### src/rtl/hps_io_pkg.sv
// Shared constants for the HPS general-purpose I/O initiator: FSM state codes,
// channel codes, gp_in/gp_out bit positions, core magic and reset-control encodings.
package hps_io_pkg;

    typedef logic [3:0] state_t;

    localparam state_t ST_MAGIC = 4'd0;
    localparam state_t ST_IDLE  = 4'd1;
    localparam state_t ST_OPEN  = 4'd2;
    localparam state_t ST_SEND  = 4'd3;
    localparam state_t ST_CLKHI = 4'd4;
    localparam state_t ST_ACK1  = 4'd5;
    localparam state_t ST_ACK0  = 4'd6;
    localparam state_t ST_END   = 4'd7;
    localparam state_t ST_RST   = 4'd8;

    localparam logic [1:0] CH_UIO  = 2'd0;
    localparam logic [1:0] CH_FPGA = 2'd1;
    localparam logic [1:0] CH_OSD  = 2'd2;

    localparam int GP_CLK  = 17;
    localparam int GP_FPGA = 18;
    localparam int GP_OSD  = 19;
    localparam int GP_UIO  = 20;
    localparam int GP_ACK  = 17;
    localparam int GP_WIDE = 16;

    localparam logic [31:0] CORE_MAGIC = 32'h5CA6_23A4;

    localparam logic [1:0] CTL_IDLE  = 2'b10;
    localparam logic [1:0] CTL_RST   = 2'b01;
    localparam logic [1:0] CTL_MAGIC = 2'b00;

    // Select vector ordered as gp_out[GP_UIO:GP_FPGA] = {uio, osd, fpga}.
    function automatic logic [2:0] chan_onehot(input logic [1:0] ch);
        case (ch)
            CH_UIO:  return 3'b100;
            CH_FPGA: return 3'b001;
            CH_OSD:  return 3'b010;
            default: return 3'b000;
        endcase
    endfunction

endpackage

### src/rtl/hps_io_master_delay.sv
// Loadable down-counter shared by the settle, reset-hold and ack-timeout waits.
// done is high while the count sits at zero; loading value N gives N+1 cycles until done.
module hps_io_delay (
    input  logic        clk_sys,
    input  logic        reset,
    input  logic        load,
    input  logic [15:0] value,
    output logic        done
);

    logic [15:0] cnt_q;
    logic [15:0] cnt_d;

    always_comb begin
        cnt_d = cnt_q;
        if (load) begin
            cnt_d = value;
        end else if (cnt_q != 16'd0) begin
            cnt_d = cnt_q - 16'd1;
        end
    end

    always_ff @(posedge clk_sys) begin
        if (reset) begin
            cnt_q <= 16'd0;
        end else begin
            cnt_q <= cnt_d;
        end
    end

    assign done = (cnt_q == 16'd0);

endmodule

### src/rtl/hps_io_master.sv
// HPS general-purpose I/O bus initiator: magic check, framed word transfers, core reset.
// Optional ack-wait timeout with its 'timeout' port is built when HPS_IO_MASTER_TIMEOUT_EN is defined.
module hps_io_master
    import hps_io_pkg::*;
#(
    parameter int SETTLE   = 4,
    parameter int RST_HOLD = 16,
    parameter int TIMEOUT  = 65535
) (
    input  logic        clk_sys,
    input  logic        reset,
    input  logic [31:0] gp_in,
    output logic [31:0] gp_out,
    input  logic        start,
    input  logic [1:0]  sel,
    input  logic [15:0] wr_data,
    input  logic        wr_valid,
    input  logic        wr_last,
    output logic        wr_ready,
    output logic [15:0] rd_data,
    output logic        rd_valid,
    input  logic        core_rst_req,
    output logic        busy,
    output logic        magic_ok,
    output logic        wide,
    output logic [1:0]  buttons
`ifdef HPS_IO_MASTER_TIMEOUT_EN
    ,
    output logic        timeout
`endif
);

    localparam logic [15:0] SETTLE_LD = 16'(SETTLE - 1);
    localparam logic [15:0] RST_LD    = 16'(RST_HOLD - 1);
`ifdef HPS_IO_MASTER_TIMEOUT_EN
    localparam logic [15:0] TIMEOUT_LD = 16'(TIMEOUT - 1);
`else
    localparam int unused_timeout = TIMEOUT;
`endif

    state_t      state_q, state_d;
    logic [1:0]  ctl_q, ctl_d;
    logic [2:0]  chan_q, chan_d;
    logic        io_clk_q, io_clk_d;
    logic [15:0] din_q, din_d;
    logic        last_q, last_d;
    logic        first_q, first_d;
    logic [15:0] rd_data_q, rd_data_d;
    logic        rd_valid_q, rd_valid_d;
    logic        magic_ok_q, magic_ok_d;
    logic        wide_q, wide_d;
    logic [1:0]  buttons_q, buttons_d;
    logic        timeout_q, timeout_d;
    logic        dly_load;
    logic [15:0] dly_value;
    logic        dly_done;

    hps_io_delay u_delay (
        .clk_sys (clk_sys),
        .reset   (reset),
        .load    (dly_load),
        .value   (dly_value),
        .done    (dly_done)
    );

    always_comb begin
        state_d    = state_q;
        ctl_d      = ctl_q;
        chan_d     = chan_q;
        io_clk_d   = io_clk_q;
        din_d      = din_q;
        last_d     = last_q;
        first_d    = first_q;
        rd_data_d  = rd_data_q;
        rd_valid_d = 1'b0;
        magic_ok_d = magic_ok_q;
        wide_d     = wide_q;
        buttons_d  = buttons_q;
        timeout_d  = 1'b0;
        dly_load   = 1'b0;
        dly_value  = SETTLE_LD;
        wr_ready   = 1'b0;

        case (state_q)
            // The settle wait only starts once 00 is actually on the bus.
            ST_MAGIC: begin
                if (ctl_q != CTL_MAGIC) begin
                    ctl_d    = CTL_MAGIC;
                    dly_load = 1'b1;
                end else if (dly_done) begin
                    magic_ok_d = (gp_in == CORE_MAGIC);
                    ctl_d      = CTL_IDLE;
                    state_d    = ST_IDLE;
                end
            end
            ST_IDLE: begin
                buttons_d = gp_in[30:29];
                if (core_rst_req) begin
                    ctl_d     = CTL_RST;
                    dly_value = RST_LD;
                    dly_load  = 1'b1;
                    state_d   = ST_RST;
                end else if (start && (sel != 2'd3)) begin
                    chan_d   = chan_onehot(sel);
                    first_d  = 1'b1;
                    dly_load = 1'b1;
                    state_d  = ST_OPEN;
                end
            end
            ST_OPEN: begin
                if (dly_done) begin
                    state_d = ST_SEND;
                end
            end
            ST_SEND: begin
                wr_ready = wr_valid;
                if (wr_valid) begin
                    din_d   = wr_data;
                    last_d  = wr_last;
                    state_d = ST_CLKHI;
                end
            end
            ST_CLKHI: begin
                io_clk_d = 1'b1;
                state_d  = ST_ACK1;
`ifdef HPS_IO_MASTER_TIMEOUT_EN
                dly_value = TIMEOUT_LD;
                dly_load  = 1'b1;
`endif
            end
            ST_ACK1: begin
                if (gp_in[GP_ACK]) begin
                    rd_data_d  = gp_in[15:0];
                    rd_valid_d = 1'b1;
                    if (first_q) begin
                        wide_d  = gp_in[GP_WIDE];
                        first_d = 1'b0;
                    end
                    io_clk_d = 1'b0;
                    state_d  = ST_ACK0;
`ifdef HPS_IO_MASTER_TIMEOUT_EN
                    dly_value = TIMEOUT_LD;
                    dly_load  = 1'b1;
                end else if (dly_done) begin
                    timeout_d = 1'b1;
                    io_clk_d  = 1'b0;
                    chan_d    = 3'b000;
                    din_d     = 16'd0;
                    dly_load  = 1'b1;
                    state_d   = ST_END;
`endif
                end
            end
            // Next io_clk rise waits for ack low so the responder sees one strobe per word.
            ST_ACK0: begin
                if (!gp_in[GP_ACK]) begin
                    if (last_q) begin
                        chan_d   = 3'b000;
                        din_d    = 16'd0;
                        dly_load = 1'b1;
                        state_d  = ST_END;
                    end else begin
                        state_d = ST_SEND;
                    end
`ifdef HPS_IO_MASTER_TIMEOUT_EN
                end else if (dly_done) begin
                    timeout_d = 1'b1;
                    io_clk_d  = 1'b0;
                    chan_d    = 3'b000;
                    din_d     = 16'd0;
                    dly_load  = 1'b1;
                    state_d   = ST_END;
`endif
                end
            end
            ST_END: begin
                if (dly_done) begin
                    state_d = ST_IDLE;
                end
            end
            // Two phases told apart by the control code currently driven: 01 hold, then 00 settle.
            ST_RST: begin
                if (dly_done) begin
                    if (ctl_q == CTL_RST) begin
                        ctl_d    = CTL_MAGIC;
                        dly_load = 1'b1;
                    end else begin
                        ctl_d   = CTL_IDLE;
                        state_d = ST_MAGIC;
                    end
                end
            end
            default: begin
                state_d = ST_MAGIC;
            end
        endcase
    end

    always_ff @(posedge clk_sys) begin
        if (reset) begin
            state_q    <= ST_MAGIC;
            ctl_q      <= CTL_IDLE;
            chan_q     <= 3'b000;
            io_clk_q   <= 1'b0;
            din_q      <= 16'd0;
            last_q     <= 1'b0;
            first_q    <= 1'b0;
            rd_valid_q <= 1'b0;
            magic_ok_q <= 1'b0;
            wide_q     <= 1'b0;
            buttons_q  <= 2'b00;
            timeout_q  <= 1'b0;
        end else begin
            state_q    <= state_d;
            ctl_q      <= ctl_d;
            chan_q     <= chan_d;
            io_clk_q   <= io_clk_d;
            din_q      <= din_d;
            last_q     <= last_d;
            first_q    <= first_d;
            rd_valid_q <= rd_valid_d;
            magic_ok_q <= magic_ok_d;
            wide_q     <= wide_d;
            buttons_q  <= buttons_d;
            timeout_q  <= timeout_d;
        end
    end

    always_ff @(posedge clk_sys) begin
        rd_data_q <= rd_data_d;
    end

    assign gp_out   = {ctl_q, 9'd0, chan_q, io_clk_q, 1'b0, din_q};
    assign rd_data  = rd_data_q;
    assign rd_valid = rd_valid_q;
    assign busy     = (state_q != ST_IDLE);
    assign magic_ok = magic_ok_q;
    assign wide     = wide_q;
    assign buttons  = buttons_q;
`ifdef HPS_IO_MASTER_TIMEOUT_EN
    assign timeout  = timeout_q;
`else
    logic unused_timeout_q;
    assign unused_timeout_q = timeout_q;
`endif

endmodule

### config.mk
export PLATFORM = sky130hd
export DESIGN_NAME = hps_io_master
export DESIGN_NICKNAME = d
export VERILOG_FILES = /design/src/rtl/hps_io_pkg.sv /design/src/rtl/hps_io_master_delay.sv /design/src/rtl/hps_io_master.sv
export SDC_FILE = /design/constraint.sdc
export NUM_CORES = 1
export LEC_CHECK = 0
export BUFFER_PORTS_ARGS = -buffer_cell sky130_fd_sc_hd__buf_2
export CAP_MARGIN = 40
export CORE_UTILIZATION = 46
export DETAILED_ROUTE_END_ITERATION = 8
export PLACE_DENSITY = 0.89
export RECOVER_POWER = 25
export SLEW_MARGIN = 20
export SYNTH_ARGS = -nofsm -noshare
export SYNTH_HDL_FRONTEND = slang
export SYNTH_HIERARCHICAL = 1
export SYNTH_SLANG_ARGS = --single-unit
### constraint.sdc
create_clock -name clk_sys -period 2.9 [get_ports clk_sys]
set_clock_uncertainty 0.15 [all_clocks]
set_input_delay 0.29 -clock clk_sys [delete_from_list [all_inputs] [get_ports clk_sys]]
set_output_delay 0.29 -clock clk_sys [all_outputs]
set_load 0.02 [all_outputs]
# --- Word level (Yosys, flattened, before mapping) ---
# Cells that the tools add are included.
classes:
  eq_ne: 27
  add_sub_neg: 1
  n_bitwise: 2
  n_reduce_logical: 23
  muxes: 47
op_table:
  columns: ["operator", "n"]
  rows:
  - ["16-bit two-way mux", 5]
  - ["4-bit two-way mux", 12]
  - ["4-bit one-hot mux with 9 select lines", 1]
  - ["32-bit by 31-bit == test with 1-bit output, second input constant", 1]
  - ["16-bit one-hot mux with 2 select lines", 1]
  - ["2-bit inequality test, second input constant", 12]
  - ["4-bit by 3-bit == test with 1-bit output, second input constant", 4]
  - ["16-bit zero test", 1]
  - ["16-bit nonzero test", 1]
  - ["16-bit by 1-bit subtractor with 16-bit output, second input constant", 1]
  - ["3-bit two-way mux", 5]
  - ["1-bit two-way mux", 12]
  - ["4-bit AND reduction", 3]
  - ["2-bit nonzero test", 6]
  - ["2-bit two-way mux", 5]
  - ["3-bit one-hot mux with 3 select lines", 1]
  - ["4-bit by 2-bit == test with 1-bit output, second input constant", 2]
  - ["8-bit AND reduction", 1]
  - ["3-bit inequality test, second input constant", 2]
  - ["2-bit one-hot mux with 3 select lines", 1]
  - ["3-bit one-hot mux with 2 select lines", 1]
  - ["2-bit AND reduction", 3]
  - ["3-bit AND reduction", 2]
  - ["5-bit AND reduction", 1]
  - ["13 further kinds", 16]
totals:
  word_cells: 113
  register_bits: 65
  output_inout_bits: 55

# --- Logic depth before layout (Yosys ltp) ---
depth:
  depth_word: 6
  ltp_mapped: 13

# --- Modules after synthesis ---
# Netlist, hierarchy kept.
modules_own_cells:
  columns: ["module", "seq_area_each_um2", "n_inst", "cells_per_inst", "area_each_um2"]
  rows:
  - ["hps_io_master", 1141.1, 1, 243, 2339.7]
  - ["hps_io_delay", 320.3, 1, 116, 964.7]

# --- Worst setup path before layout ---
# OpenSTA, ideal clock, no wires.
synth_path:
  kind: "register to register"
  startpoint: "register u_delay.cnt_q[0]"
  endpoint: "register u_delay.cnt_q[0]"
  t_arrival_ns: 2.926
  setup_slack_ns: -0.313
  path_stages_with_launch: 13
  cell_sequence: "dfxtp_1 > inv_1 > ha_1 > or3b_2 > or4_4 > nor2_1 > nand2_1 > or3_1 > nand3_1 > clkbuf_1 > nor3_1 > nand3_1 > o221ai_1"
synth_via:
  elab_chain_len: 4
  elab_cells_between_ends: 8
  cone_classes: "add/sub (1); mux (4); reduce/logical (3)"
synth_rtl:
  columns: ["item", "line", "source"]
  rows:
  - ["start: declaration", "hps_io_master_delay.sv:11", "logic [15:0] cnt_q;"]
  - ["start signal: assignment", "hps_io_master_delay.sv:27", "cnt_q <= cnt_d;"]
  - ["16-bit zero test (*)", "hps_io_master_delay.sv:31", "assign done = (cnt_q == 16'd0);"]
  - ["via dly_done", "hps_io_master.sv:56", "logic dly_done;"]
  - ["1-bit two-way mux (*)", "hps_io_master.sv:183", "if (dly_done) begin"]
  - ["1-bit one-hot mux with 4 select lines (*)", "hps_io_master.sv:84", "case (state_q)"]
  - ["via dly_load", "hps_io_master.sv:54", "logic dly_load;"]
  - ["16-bit two-way mux / 2-bit nonzero test (equally long branches)", null, null]
# The timed path passes the listed nets; every way through them passes the cells marked *. The select of a mux whose other input is x is not followed.
# A chain may end at the register's enable or synchronous reset.

# --- Final worst setup path ---
layout_path:
  startpoint: "register u_delay.cnt_q[7]"
  endpoint: "register u_delay.cnt_q[0]"
# Same word-level chain as after synthesis.

==> summary.md <==
| Metric | Value |
|---|---|
| Startpoint class of the critical path | `flop` |
| Pins over their slew limit | `0` |
| Dpl cell area | `0.003931 mm^2` |
| Vias after detailed routing | `3171` |
| Top cell type's share of synthesized area | `0.2969` |
| Comb pwr share | `0.411` |
| NetSw | `1.311 mW` |
| Routability cong. | `0.8634` |
| Status | `finished clean` |
| DP HPWL | `6.025 mm` |
| Flops & latches, synth | `65` |
| Minimum hold slack | `0.03293 ns` |
| Number of remaining DRC errors | `0` |
| Die Span X | `86.76 um` |
| Worst-Margin Slew | `0.6702 ns` |
| Clock power share | `0.230` |
| Max stage delay on crit path | `0.56 ns` |
| Nets@finish | `553` |
| Int Power | `2.077 mW` |
| P per Cell Area | `789.2 mW/mm^2` |
| Post-layout instance area | `0.004293 mm^2` |
| Wirelength per Cell | `14.57 um` |
| VDD IR max | `0.3710 mV` |
| Area growth syn-to-layout | `29.91%` |
| CTS Buf Count | `9` |
| Maximum clock path buffer count | `2` |
| 1st-pass router iterations | `5` |
| Post-synth EDFFs | `16` |
| First-pass GRT wire length | `13.59 mm` |
| I/O pin cnt | `111` |
| Final hold violations | `0` |
| CP required | `2.97 ns` |
| Clock Sinks | `65` |
| Max FO, Critical Path | `11` |
| Netlist cell types | `61` |
| Final worst path period share | `0.9695` |
| H-tree depth | `3` |
| Vias in the first global route | `3036` |
| Hold Path Class | `in2reg` |
| Die Height | `86.76 um` |
| Gr ovfl total | `0` |
| Cells after synthesis | `359` |
| Latest clock arrival within the worst-skew pair | `0.35 ns` |
| Clk root buf | `clkbuf_8` |
| Lkg Pwr | `1.670 nW` |
| Diodes inserted | `0` |
| Sequential cell area fraction in the yosys report | `0.4423` |
| Synth Area per Inst | `9.205 um^2` |
| Synth Flop Type | `dfxtp_1` |
| DRT antenna net count | `0` |
| Synth Cell Area | `0.003304 mm^2` |
| Initial DRC count | `199` |
| Worst flop-to-flop path startpoint | `u_delay/cnt_q[7]$_SDFFE_PP0P_` |
| Fraction of layout cells with a size suffix above 1 | `0.2934` |
| Critical path type | `reg2reg` |
| Setup crit start | `u_delay/cnt_q[7]$_SDFFE_PP0P_` |
| CTS tree | `built` |
| Fin crit period | `2.811 ns` |
| Core Footprint | `0.006869 mm^2` |
| Ys async rst share | `0` |
| Top cell by count, worst path | `or4_4` |
| Clk slew on worst S/H paths | `0.08 ns` |
| Top delay family on crit path | `simple AND/OR/NAND/NOR gates` |
| Arr. time, crit path | `2.89 ns` |
| Slew Limit Headroom | `0.5526` |
| Flop pwr share | `0.359` |
| Yosys warning count | `6` |
| Gr usage total | `0.2355` |
| Vias per Instance | `5.312` |
| Fillers | `585` |
| Starting density of the core | `0.4811` |
| Largest net degree at the start of global routing | `26` |
| Max Freq | `0.3557 GHz` |
| Switching Share | `0.3869` |
| Critical-path top delay cell | `or4_4` |
| Final setup vio count | `0` |
| Site Rows | `30` |
| Maxcap violations | `0` |
| CP bufs+invs | `1` |
| Initial antenna violation count | `0` |
| Crit end category | `flop` |
| Die area | `0.007526 mm^2` |
| Synth area leaders | `dfxtp_1 (30%), edfxtp_1 (15%), a21oi_1 (4.2%), nand2_1 (4.2%), nand3_1 (3.5%)` |
| Port bufs | `100` |
| Hold path startpoint | `wr_last` |
| Leading area contributor after synthesis | `dfxtp_1` |
| DRT Wirelength | `8.700 mm` |
| Crit-path cells | `or4_4 > or4_4 > nor2_4 > nand2_1 > or3_1 > nand3_2 > buf_4 > nor3_1 > nand3_1 > o221ai_1` |
power groups by stage:
stage	logic (mW)	clock network [mW]	registers, mW
final	1.39	0.778	1.22
after global placement	1.22	0	1.21
after detailed placement	1.29	0	1.22
after CTS	1.34	0.792	1.21
after floorplan	1.01	0	1.18
after global routing	1.52	0.831	1.23
cells by family after synthesis:
logic type | Yosys count | share of synthesized area
simple gates | 162 | 0.2931
compound gates | 74 | 0.1488
flops | 65 | 0.4423
buf+inv | 41 | 0.07081
xor+xnor | 9 | 0.02386
mux | 5 | 0.01515
other cells | 2 | 0.002273
fa+ha+maj | 1 | 0.003786
registers in the layout, summed over array words and instances, names as in the netlist:
signal         cells
buttons            2
first_q            1
rd_valid           1
din_q             16
rd_data           16
chan_q             3
io_clk_q           1
ctl_q              2
magic_ok           1
wide               1
last_q             1
u_delay/cnt_q     16
state_q            4
cell usage in the layout, fill, tap and decap left out, types with 3 or more instances in the layout:
cell,count
a21oi_1,28
a21oi_2,10
a31oi_1,3
and4b_1,3
buf_2,72
buf_4,13
clkbuf_1,27
clkbuf_8,9
conb_1,29
dfxtp_1,48
dlygate4sd3_1,16
edfxtp_1,16
inv_1,6
inv_2,4
inv_6,3
mux2i_1,5
nand2_1,37
nand2_2,10
nand2b_1,4
nand3_1,22
nand4_1,5
nor2_1,20
nor2b_1,6
nor3_1,12
nor3b_1,3
nor4_1,5
nor4_4,3
nor4bb_1,4
o21ai_0,5
o21ai_1,6
o31ai_1,3
or2_1,4
or3_1,5
xnor2_1,8
cell type report:
type / count / area, um^2 / area share
clock buffer: 9 / 123.9 / 0.02885
clock inverter: 7 / 75.07 / 0.01749
inverter: 10 / 37.54 / 0.008744
multi-input combinational: 280 / 1745 / 0.4066
sequential: 65 / 1463 / 0.3407
tap: 96 / 120.1 / 0.02798
timing repair buffer: 130 / 728.2 / 0.1696
synthesized netlist by cell type, drive strengths merged, types with 3 or more instances:
master  count
or2         4
xnor2       8
nor2       21
o21ai      14
or4         4
nor4        8
o31ai       3
nand4       5
nor3b       3
nor2b       6
nand3      23
or3         5
edfxtp     16
dfxtp      49
inv        10
a21oi      39
buf        22
clkbuf      9
mux2i       5
nand2b      4
nor3       14
nand2      47
and4b       3
a31oi       3
nor4bb      4
tightest hold or removal path, stage by stage:
cell	delay (ns)
buf_2	0.08
mux2i_1	0.06
nor2_1	0.07
repair_timing:
item	in CTS	in global routing
hold buffers	16	0
cloned	0	0
resized for setup	1	9
endpoints found under the hold margin	16	0
pin swaps	0	5
buffers inserted	1	1
endpoints found under the setup margin	2	14
stage by stage:
stage	power [mW]	util	std cells	setup TNS (ns)	setup slack, ns
6_report	3.388	0.6250	597	0	0.08850
5_1_grt	3.586	0.6250	597	-0.004597	-0.003088
4_1_cts	3.338	0.6260	596	0	0.01009
3_5_place_dp	2.507	0.5723	563	-0.005729	-0.005729
3_3_place_gp	2.432	0.5696	560	0	0.08109
2_1_floorplan	2.187	-	386	0	0.01638
routing by layer:
layer  global-route usage  up-vias  wire [um]
met2               0.4416      115       4664
met5                    0        -          0
met3              0.06000       17        493
met1               0.2545     1516       3384
li1                     -     1523          -
met4              0.08485        0        158
final timing paths:
check             slack [ns]                             to  cells after the start
hold / removal          0.03            last_q$_SDFFE_PP0P_                      3
hold reg to reg         0.31          din_q[8]$_SDFFE_PP0P_                      2
setup / recovery        0.09  u_delay/cnt_q[0]$_SDFFE_PP0P_                     10
setup reg to reg        0.09  u_delay/cnt_q[0]$_SDFFE_PP0P_                     10
Power figures use the tool's default switching activity.
